--- src/rtl/load_store_unit_pkg.sv ---
// Shared encodings for the load/store path: store/load codes, FSM states, access sizing.
// Imported by the decoder, the LSU top and the lane-alignment helper.
package load_store_unit_pkg;

  localparam logic [1:0] ST_NONE = 2'b00;
  localparam logic [1:0] ST_SB   = 2'b01;
  localparam logic [1:0] ST_SH   = 2'b10;
  localparam logic [1:0] ST_SW   = 2'b11;

  localparam logic [2:0] LD_NONE = 3'b000;
  localparam logic [2:0] LD_LB   = 3'b001;
  localparam logic [2:0] LD_LH   = 3'b010;
  localparam logic [2:0] LD_LW   = 3'b011;
  localparam logic [2:0] LD_LBU  = 3'b100;
  localparam logic [2:0] LD_LHU  = 3'b101;

  localparam logic [1:0] S_IDLE = 2'd0;
  localparam logic [1:0] S_BUS  = 2'd1;
  localparam logic [1:0] S_RESP = 2'd2;

  typedef enum logic [1:0] {SZ_BYTE, SZ_HALF, SZ_WORD, SZ_NONE} size_e;

  // Illegal and empty requests both report SZ_NONE; callers separate them.
  function automatic size_e access_size(input logic [1:0] st, input logic [2:0] ld);
    size_e sz;
    sz = SZ_NONE;
    if (ld == LD_NONE) begin
      case (st)
        ST_SB:   sz = SZ_BYTE;
        ST_SH:   sz = SZ_HALF;
        ST_SW:   sz = SZ_WORD;
        default: sz = SZ_NONE;
      endcase
    end else if (st == ST_NONE) begin
      case (ld)
        LD_LB, LD_LBU: sz = SZ_BYTE;
        LD_LH, LD_LHU: sz = SZ_HALF;
        LD_LW:         sz = SZ_WORD;
        default:       sz = SZ_NONE;
      endcase
    end
    return sz;
  endfunction

  function automatic logic is_illegal(input logic [1:0] st, input logic [2:0] ld);
    return (st != ST_NONE && ld != LD_NONE) || ld == 3'b110 || ld == 3'b111;
  endfunction

  function automatic logic is_misaligned(input size_e sz, input logic [1:0] off);
    return (sz == SZ_HALF && off[0]) || (sz == SZ_WORD && off != 2'b00);
  endfunction

endpackage

--- src/rtl/load_store_unit_if.sv ---
// Request, memory-bus and response signals of the load/store unit.
// master = the LSU itself; slave = the core/bus environment driving it.
interface load_store_unit_if;
  logic        req_valid;
  logic        req_ready;
  logic [1:0]  mem_store;
  logic [2:0]  mem_load;
  logic [31:0] addr;
  logic [31:0] wdata;
  logic [4:0]  rd;

  logic        bus_req;
  logic        bus_we;
  logic [31:0] bus_addr;
  logic [3:0]  bus_be;
  logic [31:0] bus_wdata;
  logic        bus_ack;
  logic [31:0] bus_rdata;

  logic        resp_valid;
  logic        resp_we;
  logic [4:0]  resp_rd;
  logic [31:0] resp_data;
  logic        resp_err;

  modport master (
    input  req_valid, mem_store, mem_load, addr, wdata, rd, bus_ack, bus_rdata,
    output req_ready, bus_req, bus_we, bus_addr, bus_be, bus_wdata,
           resp_valid, resp_we, resp_rd, resp_data, resp_err
  );

  modport slave (
    output req_valid, mem_store, mem_load, addr, wdata, rd, bus_ack, bus_rdata,
    input  req_ready, bus_req, bus_we, bus_addr, bus_be, bus_wdata,
           resp_valid, resp_we, resp_rd, resp_data, resp_err
  );
endinterface

--- src/rtl/load_store_unit_lsu_align.sv ---
// Byte-lane enables, store-data replication and load extraction/extension.
// Latency: purely combinational.
// Backpressure: none; follows the latched request fields.
module lsu_align
  import load_store_unit_pkg::*;
(
  input  size_e       size,
  input  logic        ld_signed,
  input  logic [1:0]  off,
  input  logic [31:0] wdata,
  input  logic [31:0] rdata,
  output logic [3:0]  be,
  output logic [31:0] wdata_rep,
  output logic [31:0] load_data
);
  logic [31:0] shifted;

  always_comb begin
    shifted   = rdata >> {off, 3'b000};
    be        = 4'b0000;
    wdata_rep = wdata;
    load_data = shifted;
    case (size)
      SZ_BYTE: begin
        be        = 4'b0001 << off;
        wdata_rep = {4{wdata[7:0]}};
        load_data = {{24{ld_signed & shifted[7]}}, shifted[7:0]};
      end
      SZ_HALF: begin
        be        = 4'b0011 << {off[1], 1'b0};
        wdata_rep = {2{wdata[15:0]}};
        load_data = {{16{ld_signed & shifted[15]}}, shifted[15:0]};
      end
      SZ_WORD: be = 4'b1111;
      default: be = 4'b0000;
    endcase
  end
endmodule

--- src/rtl/load_store_unit.sv ---
// Single-outstanding load/store unit: accepts one request, runs one bus access, pulses a response.
// Latency: errors/no-ops respond the cycle after accept; bus accesses respond the cycle after bus_ack.
// Backpressure: req_ready only in IDLE; a bus access aborts after TIMEOUT cycles without ack.
module load_store_unit
  import load_store_unit_pkg::*;
#(
  parameter int TIMEOUT = 256
) (
  input  logic              clk,
  input  logic              rst,
  load_store_unit_if.master lsu
);
  localparam int CW = $clog2(TIMEOUT + 1);

  logic [1:0]    state;
  logic [CW-1:0] cnt;
  size_e         size_q;
  logic          is_load_q, signed_q;
  logic [31:0]   addr_q, wdata_q;
  logic [4:0]    rd_q;
  logic          resp_err_q, resp_we_q;
  logic [31:0]   resp_data_q;

  size_e       req_size;
  logic        req_none, req_bad;
  logic        in_bus, in_resp;
  logic [3:0]  be;
  logic [31:0] wdata_rep, load_data;

  always_comb begin
    req_size = access_size(lsu.mem_store, lsu.mem_load);
    req_none = (lsu.mem_store == ST_NONE) && (lsu.mem_load == LD_NONE);
    req_bad  = is_illegal(lsu.mem_store, lsu.mem_load) ||
               is_misaligned(req_size, lsu.addr[1:0]);
  end

  lsu_align u_align (
    .size      (size_q),
    .ld_signed (signed_q),
    .off       (addr_q[1:0]),
    .wdata     (wdata_q),
    .rdata     (lsu.bus_rdata),
    .be        (be),
    .wdata_rep (wdata_rep),
    .load_data (load_data)
  );

  always_ff @(posedge clk) begin
    if (rst) begin
      state       <= S_IDLE;
      cnt         <= '0;
      size_q      <= SZ_NONE;
      is_load_q   <= 1'b0;
      signed_q    <= 1'b0;
      addr_q      <= '0;
      wdata_q     <= '0;
      rd_q        <= '0;
      resp_err_q  <= 1'b0;
      resp_we_q   <= 1'b0;
      resp_data_q <= '0;
    end else begin
      case (state)
        S_IDLE: if (lsu.req_valid) begin
          size_q      <= req_size;
          is_load_q   <= lsu.mem_load != LD_NONE;
          signed_q    <= lsu.mem_load == LD_LB || lsu.mem_load == LD_LH;
          addr_q      <= lsu.addr;
          wdata_q     <= lsu.wdata;
          rd_q        <= lsu.rd;
          cnt         <= '0;
          resp_err_q  <= req_bad;
          resp_we_q   <= 1'b0;
          resp_data_q <= '0;
          state       <= (req_none || req_bad) ? S_RESP : S_BUS;
        end
        // Ack is checked first so an ack on the expiry cycle still completes normally.
        S_BUS: if (lsu.bus_ack) begin
          state       <= S_RESP;
          resp_err_q  <= 1'b0;
          resp_we_q   <= is_load_q && rd_q != 5'd0;
          resp_data_q <= is_load_q ? load_data : 32'd0;
        end else if (cnt == CW'(TIMEOUT - 1)) begin
          state      <= S_RESP;
          resp_err_q <= 1'b1;
        end else begin
          cnt <= cnt + 1'b1;
        end
        S_RESP:  state <= S_IDLE;
        default: state <= S_IDLE;
      endcase
    end
  end

  assign in_bus  = state == S_BUS;
  assign in_resp = state == S_RESP;

  assign lsu.req_ready  = state == S_IDLE;
  assign lsu.bus_req    = in_bus;
  assign lsu.bus_we     = in_bus && !is_load_q;
  assign lsu.bus_addr   = in_bus ? {addr_q[31:2], 2'b00} : 32'd0;
  assign lsu.bus_be     = in_bus ? be : 4'b0000;
  assign lsu.bus_wdata  = (in_bus && !is_load_q) ? wdata_rep : 32'd0;

  assign lsu.resp_valid = in_resp;
  assign lsu.resp_we    = in_resp && resp_we_q;
  assign lsu.resp_err   = in_resp && resp_err_q;
  assign lsu.resp_data  = in_resp ? resp_data_q : 32'd0;
  assign lsu.resp_rd    = rd_q;
endmodule

--- src/flat_wrapper.sv ---
// flat-port wrapper written by rule: the top's interface ports become plain ports
module load_store_unit_flat import load_store_unit_pkg::*;
#(
  parameter int TIMEOUT = 256
)
  (clk, rst, lsu_req_valid, lsu_mem_store, lsu_mem_load, lsu_addr, lsu_wdata, lsu_rd, lsu_bus_ack, lsu_bus_rdata, lsu_req_ready, lsu_bus_req, lsu_bus_we, lsu_bus_addr, lsu_bus_be, lsu_bus_wdata, lsu_resp_valid, lsu_resp_we, lsu_resp_rd, lsu_resp_data, lsu_resp_err);
  load_store_unit_if lsu_i ();
  input  logic clk;
  input  logic rst;
  input wire logic [$bits(lsu_i.req_valid)-1:0] lsu_req_valid;
  input wire logic [$bits(lsu_i.mem_store)-1:0] lsu_mem_store;
  input wire logic [$bits(lsu_i.mem_load)-1:0] lsu_mem_load;
  input wire logic [$bits(lsu_i.addr)-1:0] lsu_addr;
  input wire logic [$bits(lsu_i.wdata)-1:0] lsu_wdata;
  input wire logic [$bits(lsu_i.rd)-1:0] lsu_rd;
  input wire logic [$bits(lsu_i.bus_ack)-1:0] lsu_bus_ack;
  input wire logic [$bits(lsu_i.bus_rdata)-1:0] lsu_bus_rdata;
  output wire logic [$bits(lsu_i.req_ready)-1:0] lsu_req_ready;
  output wire logic [$bits(lsu_i.bus_req)-1:0] lsu_bus_req;
  output wire logic [$bits(lsu_i.bus_we)-1:0] lsu_bus_we;
  output wire logic [$bits(lsu_i.bus_addr)-1:0] lsu_bus_addr;
  output wire logic [$bits(lsu_i.bus_be)-1:0] lsu_bus_be;
  output wire logic [$bits(lsu_i.bus_wdata)-1:0] lsu_bus_wdata;
  output wire logic [$bits(lsu_i.resp_valid)-1:0] lsu_resp_valid;
  output wire logic [$bits(lsu_i.resp_we)-1:0] lsu_resp_we;
  output wire logic [$bits(lsu_i.resp_rd)-1:0] lsu_resp_rd;
  output wire logic [$bits(lsu_i.resp_data)-1:0] lsu_resp_data;
  output wire logic [$bits(lsu_i.resp_err)-1:0] lsu_resp_err;
  assign lsu_i.req_valid = lsu_req_valid;
  assign lsu_i.mem_store = lsu_mem_store;
  assign lsu_i.mem_load = lsu_mem_load;
  assign lsu_i.addr = lsu_addr;
  assign lsu_i.wdata = lsu_wdata;
  assign lsu_i.rd = lsu_rd;
  assign lsu_i.bus_ack = lsu_bus_ack;
  assign lsu_i.bus_rdata = lsu_bus_rdata;
  assign lsu_req_ready = lsu_i.req_ready;
  assign lsu_bus_req = lsu_i.bus_req;
  assign lsu_bus_we = lsu_i.bus_we;
  assign lsu_bus_addr = lsu_i.bus_addr;
  assign lsu_bus_be = lsu_i.bus_be;
  assign lsu_bus_wdata = lsu_i.bus_wdata;
  assign lsu_resp_valid = lsu_i.resp_valid;
  assign lsu_resp_we = lsu_i.resp_we;
  assign lsu_resp_rd = lsu_i.resp_rd;
  assign lsu_resp_data = lsu_i.resp_data;
  assign lsu_resp_err = lsu_i.resp_err;
  load_store_unit #(.TIMEOUT(TIMEOUT)) u_core (.clk(clk), .rst(rst), .lsu(lsu_i));
endmodule
--- config.mk ---
export PLATFORM = sky130hd
export DESIGN_NAME = load_store_unit_flat
export DESIGN_NICKNAME = d
export VERILOG_FILES = /design/src/rtl/load_store_unit_pkg.sv /design/src/rtl/load_store_unit_if.sv /design/src/rtl/load_store_unit_lsu_align.sv /design/src/rtl/load_store_unit.sv /design/src/flat_wrapper.sv
export SDC_FILE = /design/constraint.sdc
export NUM_CORES = 1
export LEC_CHECK = 0
export CAP_MARGIN = 40
export CORE_ASPECT_RATIO = 0.5
export CORE_UTILIZATION = 30
export DETAILED_ROUTE_END_ITERATION = 7
export SYNTH_ARGS = -nofsm -noshare
export SYNTH_HDL_FRONTEND = slang
export SYNTH_SLANG_ARGS = --single-unit
--- constraint.sdc ---
create_clock -name clk -period 1.94 [get_ports clk]
set_input_delay 0.388 -clock clk [delete_from_list [all_inputs] [get_ports clk]]
set_output_delay 0.388 -clock clk [all_outputs]
set_load 0.05 [all_outputs]
==> out/metrics.csv <==
stage,metric,value,unit
status,status,"finished, violations left",
status,violations,setup timing,
min_path,hold_path.startpoint,rst,
logic_synthesis,synth.top_cells.by_area,"dfxtp_1, nand2_1, a21oi_1",
worst_setup_path,crit_arrival,1650,ps
placed_design,placed_area,9820,um^2
layout,fin_area,11500,um^2
logic_synthesis,yosysTopAreaCell,dfxtp_1,
logic_synthesis,async_reset_ff_share,0,%
timing,slew_headroom,63.9,%
min_path,whs_path_depth,3,
worst_setup_path,critPathMaxFanout,8,
logic_synthesis,yosysSeqAreaShare,40.3,%
logic_synthesis,synth_ff_type,dfxtp_1,
timing,period_minus_slack,2040,ps
timing,fin_ws,-96.9,ps
clocking,cts_buffers,17,
detailed_routing,wl_per_cell,16.9,um
global_route,grt_pass1_vias,6171,
detailed_routing,vias,6251,
timing,rsz0062_at_grt,true,
power_and_ir_drop,p_int,5.30,mW
timing,hold_violations,0,
timing,fin_crit_sh,105,%
clocking,cts_tree,built,
global_route,grtUsageTotal,21.1,%
floorplan,die_h,101,um
power_and_ir_drop,p_clk_share,45.1,%
clocking,root_buffer,clkbuf_16,
timing,setup_tns,-4010,ps
floorplan,dieArea,20100,um^2
detailed_routing,first_iter_violations,339,
timing,setup_violations,95,
logic_synthesis,synth_seq_cells,118,
clocking,worstSkewPairLatency,410,ps
logic_synthesis,synth_common_cells,"nand2_1, dfxtp_1, a21oi_1",
global_route,antenna_found_initial,0,
detailed_routing,ant_nets,0,
run,cap_violations,0,
clocking,postCtsHoldBufs,0,
worst_setup_path,reg2reg_from,u_core.cnt[5],
timing,worst_pin_slew,540,ps
placed_design,dp_hpwl,14700,um
detailed_routing,drc_errors,0,
logic_synthesis,yosys_warnings,0,
floorplan,core_area,18800,um^2
layout,syn_to_final_growth,95.3,%
worst_setup_path,r2r_slack,-70,ps
global_route,grt-ovfl-total,0,
timing,maxSlewViolCount,0,
worst_setup_path,crit_type,reg2out,
power_and_ir_drop,pwr-share-comb,18.2,%
clocking,cts.clk_slew.worst_paths,60,ps
logic_synthesis,synth_top_area_share,40.3,%
min_path,hold_end,u_core.size_q[0],
logic_synthesis,synthCells,751,
placed_design,gp_congestion,0.810,
logic_synthesis,yosys.cell_types.count,51,
logic_synthesis,netlist_area,5860,um^2
clocking,cts_buffer_depth,2,
placed_design,place_ws,-555,ps
placed_design,io_buffers,218,
layout,antenna_cells,0,
detailed_routing,wirelength,21700,um
logic_synthesis,synth_edf_count,0,
detailed_routing,avgViaCountPerCell,4.86,
global_route,grt_max_degree,69,
worst_setup_path,cp_data_required_time,1550,ps
clocking,h-tree-depth,4,
power_and_ir_drop,max-vdd-ir-drop,669,uV
detailed_routing,dr.pass1.iters,4,
timing,fmax,491,MHz
clocking,cts_sinks,118,
layout,nets,1130,
floorplan,num_rows,35,
power_and_ir_drop,power_switching,1.91,mW
floorplan,initial_core_util,31.2,%
power_and_ir_drop,power_density,630,nW/um^2
worst_setup_path,rr_endpoint,u_core.cnt[7],
logic_synthesis,synth.most_common_cell,nand2_1,
power_and_ir_drop,seq_power_share,36.7,%
min_path,hp-class,in2reg,
worst_setup_path,start_kind,flip-flop,
floorplan,die_width,200,um
power_and_ir_drop,p_leak,4.57,nW
power_and_ir_drop,swShare,26.5,%
timing,fin_skew,9.09,ps
floorplan,io_pins,221,
worst_setup_path,cp-end-kind,output port,
logic_synthesis,synth.avg_cell_area,7.81,um^2
worst_setup_path,startpoint,u_core.size_q[1],
layout,drive_gt1_share,39.4,%
global_route,grt_pass1_wl,33000,um
worst_setup_path,reg2reg_depth,9,
[state kept, by name, summed over array words and instances, names as in the netlist]
name	count
u_core.addr_q	32
u_core.cnt	9
u_core.is_load_q	1
u_core.lsu.resp_rd	5
u_core.resp_data_q	32
u_core.resp_err_q	1
u_core.resp_we_q	1
u_core.signed_q	1
u_core.size_q	2
u_core.state	2
u_core.wdata_q	32
[power groups by stage]
| stage | sequential, mW | combinational [mW] | clock (mW) |
|---|---|---|---|
| after floorplan | 2.66 | 0.596 | 0 |
| after global placement | 2.66 | 1.13 | 0 |
| after detailed placement | 2.66 | 1.15 | 0 |
| after CTS | 2.63 | 1.25 | 3.29 |
| after global routing | 2.66 | 1.42 | 3.41 |
| final | 2.64 | 1.31 | 3.25 |
[how the worst max path moves through the flow]
stage                         to  slack [ps]  depth (start not counted)
2_1_floorplan      lsu_bus_be[3]        -180                          5
3_3_place_gp     u_core.state[1]        -510                          9
3_5_place_dp     u_core.state[1]        -560                          8
4_1_cts            u_core.cnt[5]        -100                          9
5_1_grt         lsu_bus_wdata[4]        -150                          6
6_report       lsu_bus_wdata[11]        -100                          6
[cells in the final DEF (no fill, tap or decap), types with 8 or more instances in the layout]
| cell type | count |
|---|---|
| a221o_1 | 8 |
| nor2_1 | 36 |
| nor2b_1 | 9 |
| clkdlybuf4s50_1 | 106 |
| mux2_2 | 8 |
| a22oi_1 | 10 |
| a21oi_4 | 10 |
| o21ai_0 | 10 |
| dfxtp_1 | 108 |
| buf_4 | 65 |
| nand2_1 | 164 |
| mux2i_1 | 16 |
| a21oi_1 | 78 |
| buf_12 | 111 |
| nand2_4 | 10 |
| and2_4 | 72 |
| a221o_2 | 8 |
| a211o_1 | 8 |
| clkbuf_16 | 21 |
| a21oi_2 | 10 |
| nor2_4 | 19 |
[worst max-delay path, stage by stage, from the launching register on]
cell	delay, ps
dfxtp_4	370
buf_12	140
nor2_4	140
buf_12	170
nand2_4	70
a21oi_4	190
buf_12	150
[per-stage QoR]
step	hold slack [ps]	utilization [%]	power (mW)	instances
5_1_grt	301	61.0	7.48	1286
3_3_place_gp	437	52.0	3.79	1222
3_5_place_dp	442	52.3	3.82	1226
2_1_floorplan	432	-	3.26	752
4_1_cts	280	58.8	7.16	1273
6_report	298	61.0	7.21	1286
[logic make-up (layout without fill, tap and decap cells)]
family                     after synthesis  count (layout)  synth area share [%]
AOI/OAI and AO/OA                      171             171                  18.6
xor gates and xnor gates                 6               6                 0.896
adders and majority gates                5               5                  1.07
buffers and inverters                   70             345                  5.29
DFF                                    118             118                  40.3
muxes                                   35              35                  6.36
other                                    1               2                0.0639
and+or+nand+nor                        345             345                  27.4
[cell type report]
type	count	area [um^2]
Clock buffer	22	474
Clock inverter	9	125
Fill cell	1592	7330
Inverter	10	43.8
Multi-Input combinational cell	564	3970
Sequential cell	118	2380
Tap cell	259	324
Timing Repair Buffer	303	4130
Timing Repair inverter	1	7.51
[per-layer routing]
| metal | GRT usage (%) | up-vias | part of all wire, % |
|---|---|---|---|
| met3 | 3.98 | 26 | 4.6 |
| met2 | 35.8 | 146 | 49 |
| met1 | 27.0 | 3010 | 45 |
| met5 | 0 | - | 0 |
| li1 | - | 3069 | - |
| met4 | 6.58 | 0 | 1.8 |
[what timing repair did]
item | 4_1_cts | 5_1_grt
gates cloned | 5 | 4
resized for setup | 148 | 54
setup endpoints to repair | 114 | 111
buffers inserted | 11 | 10
pin swaps | 26 | 21
(Power assumes the default switching activity.)
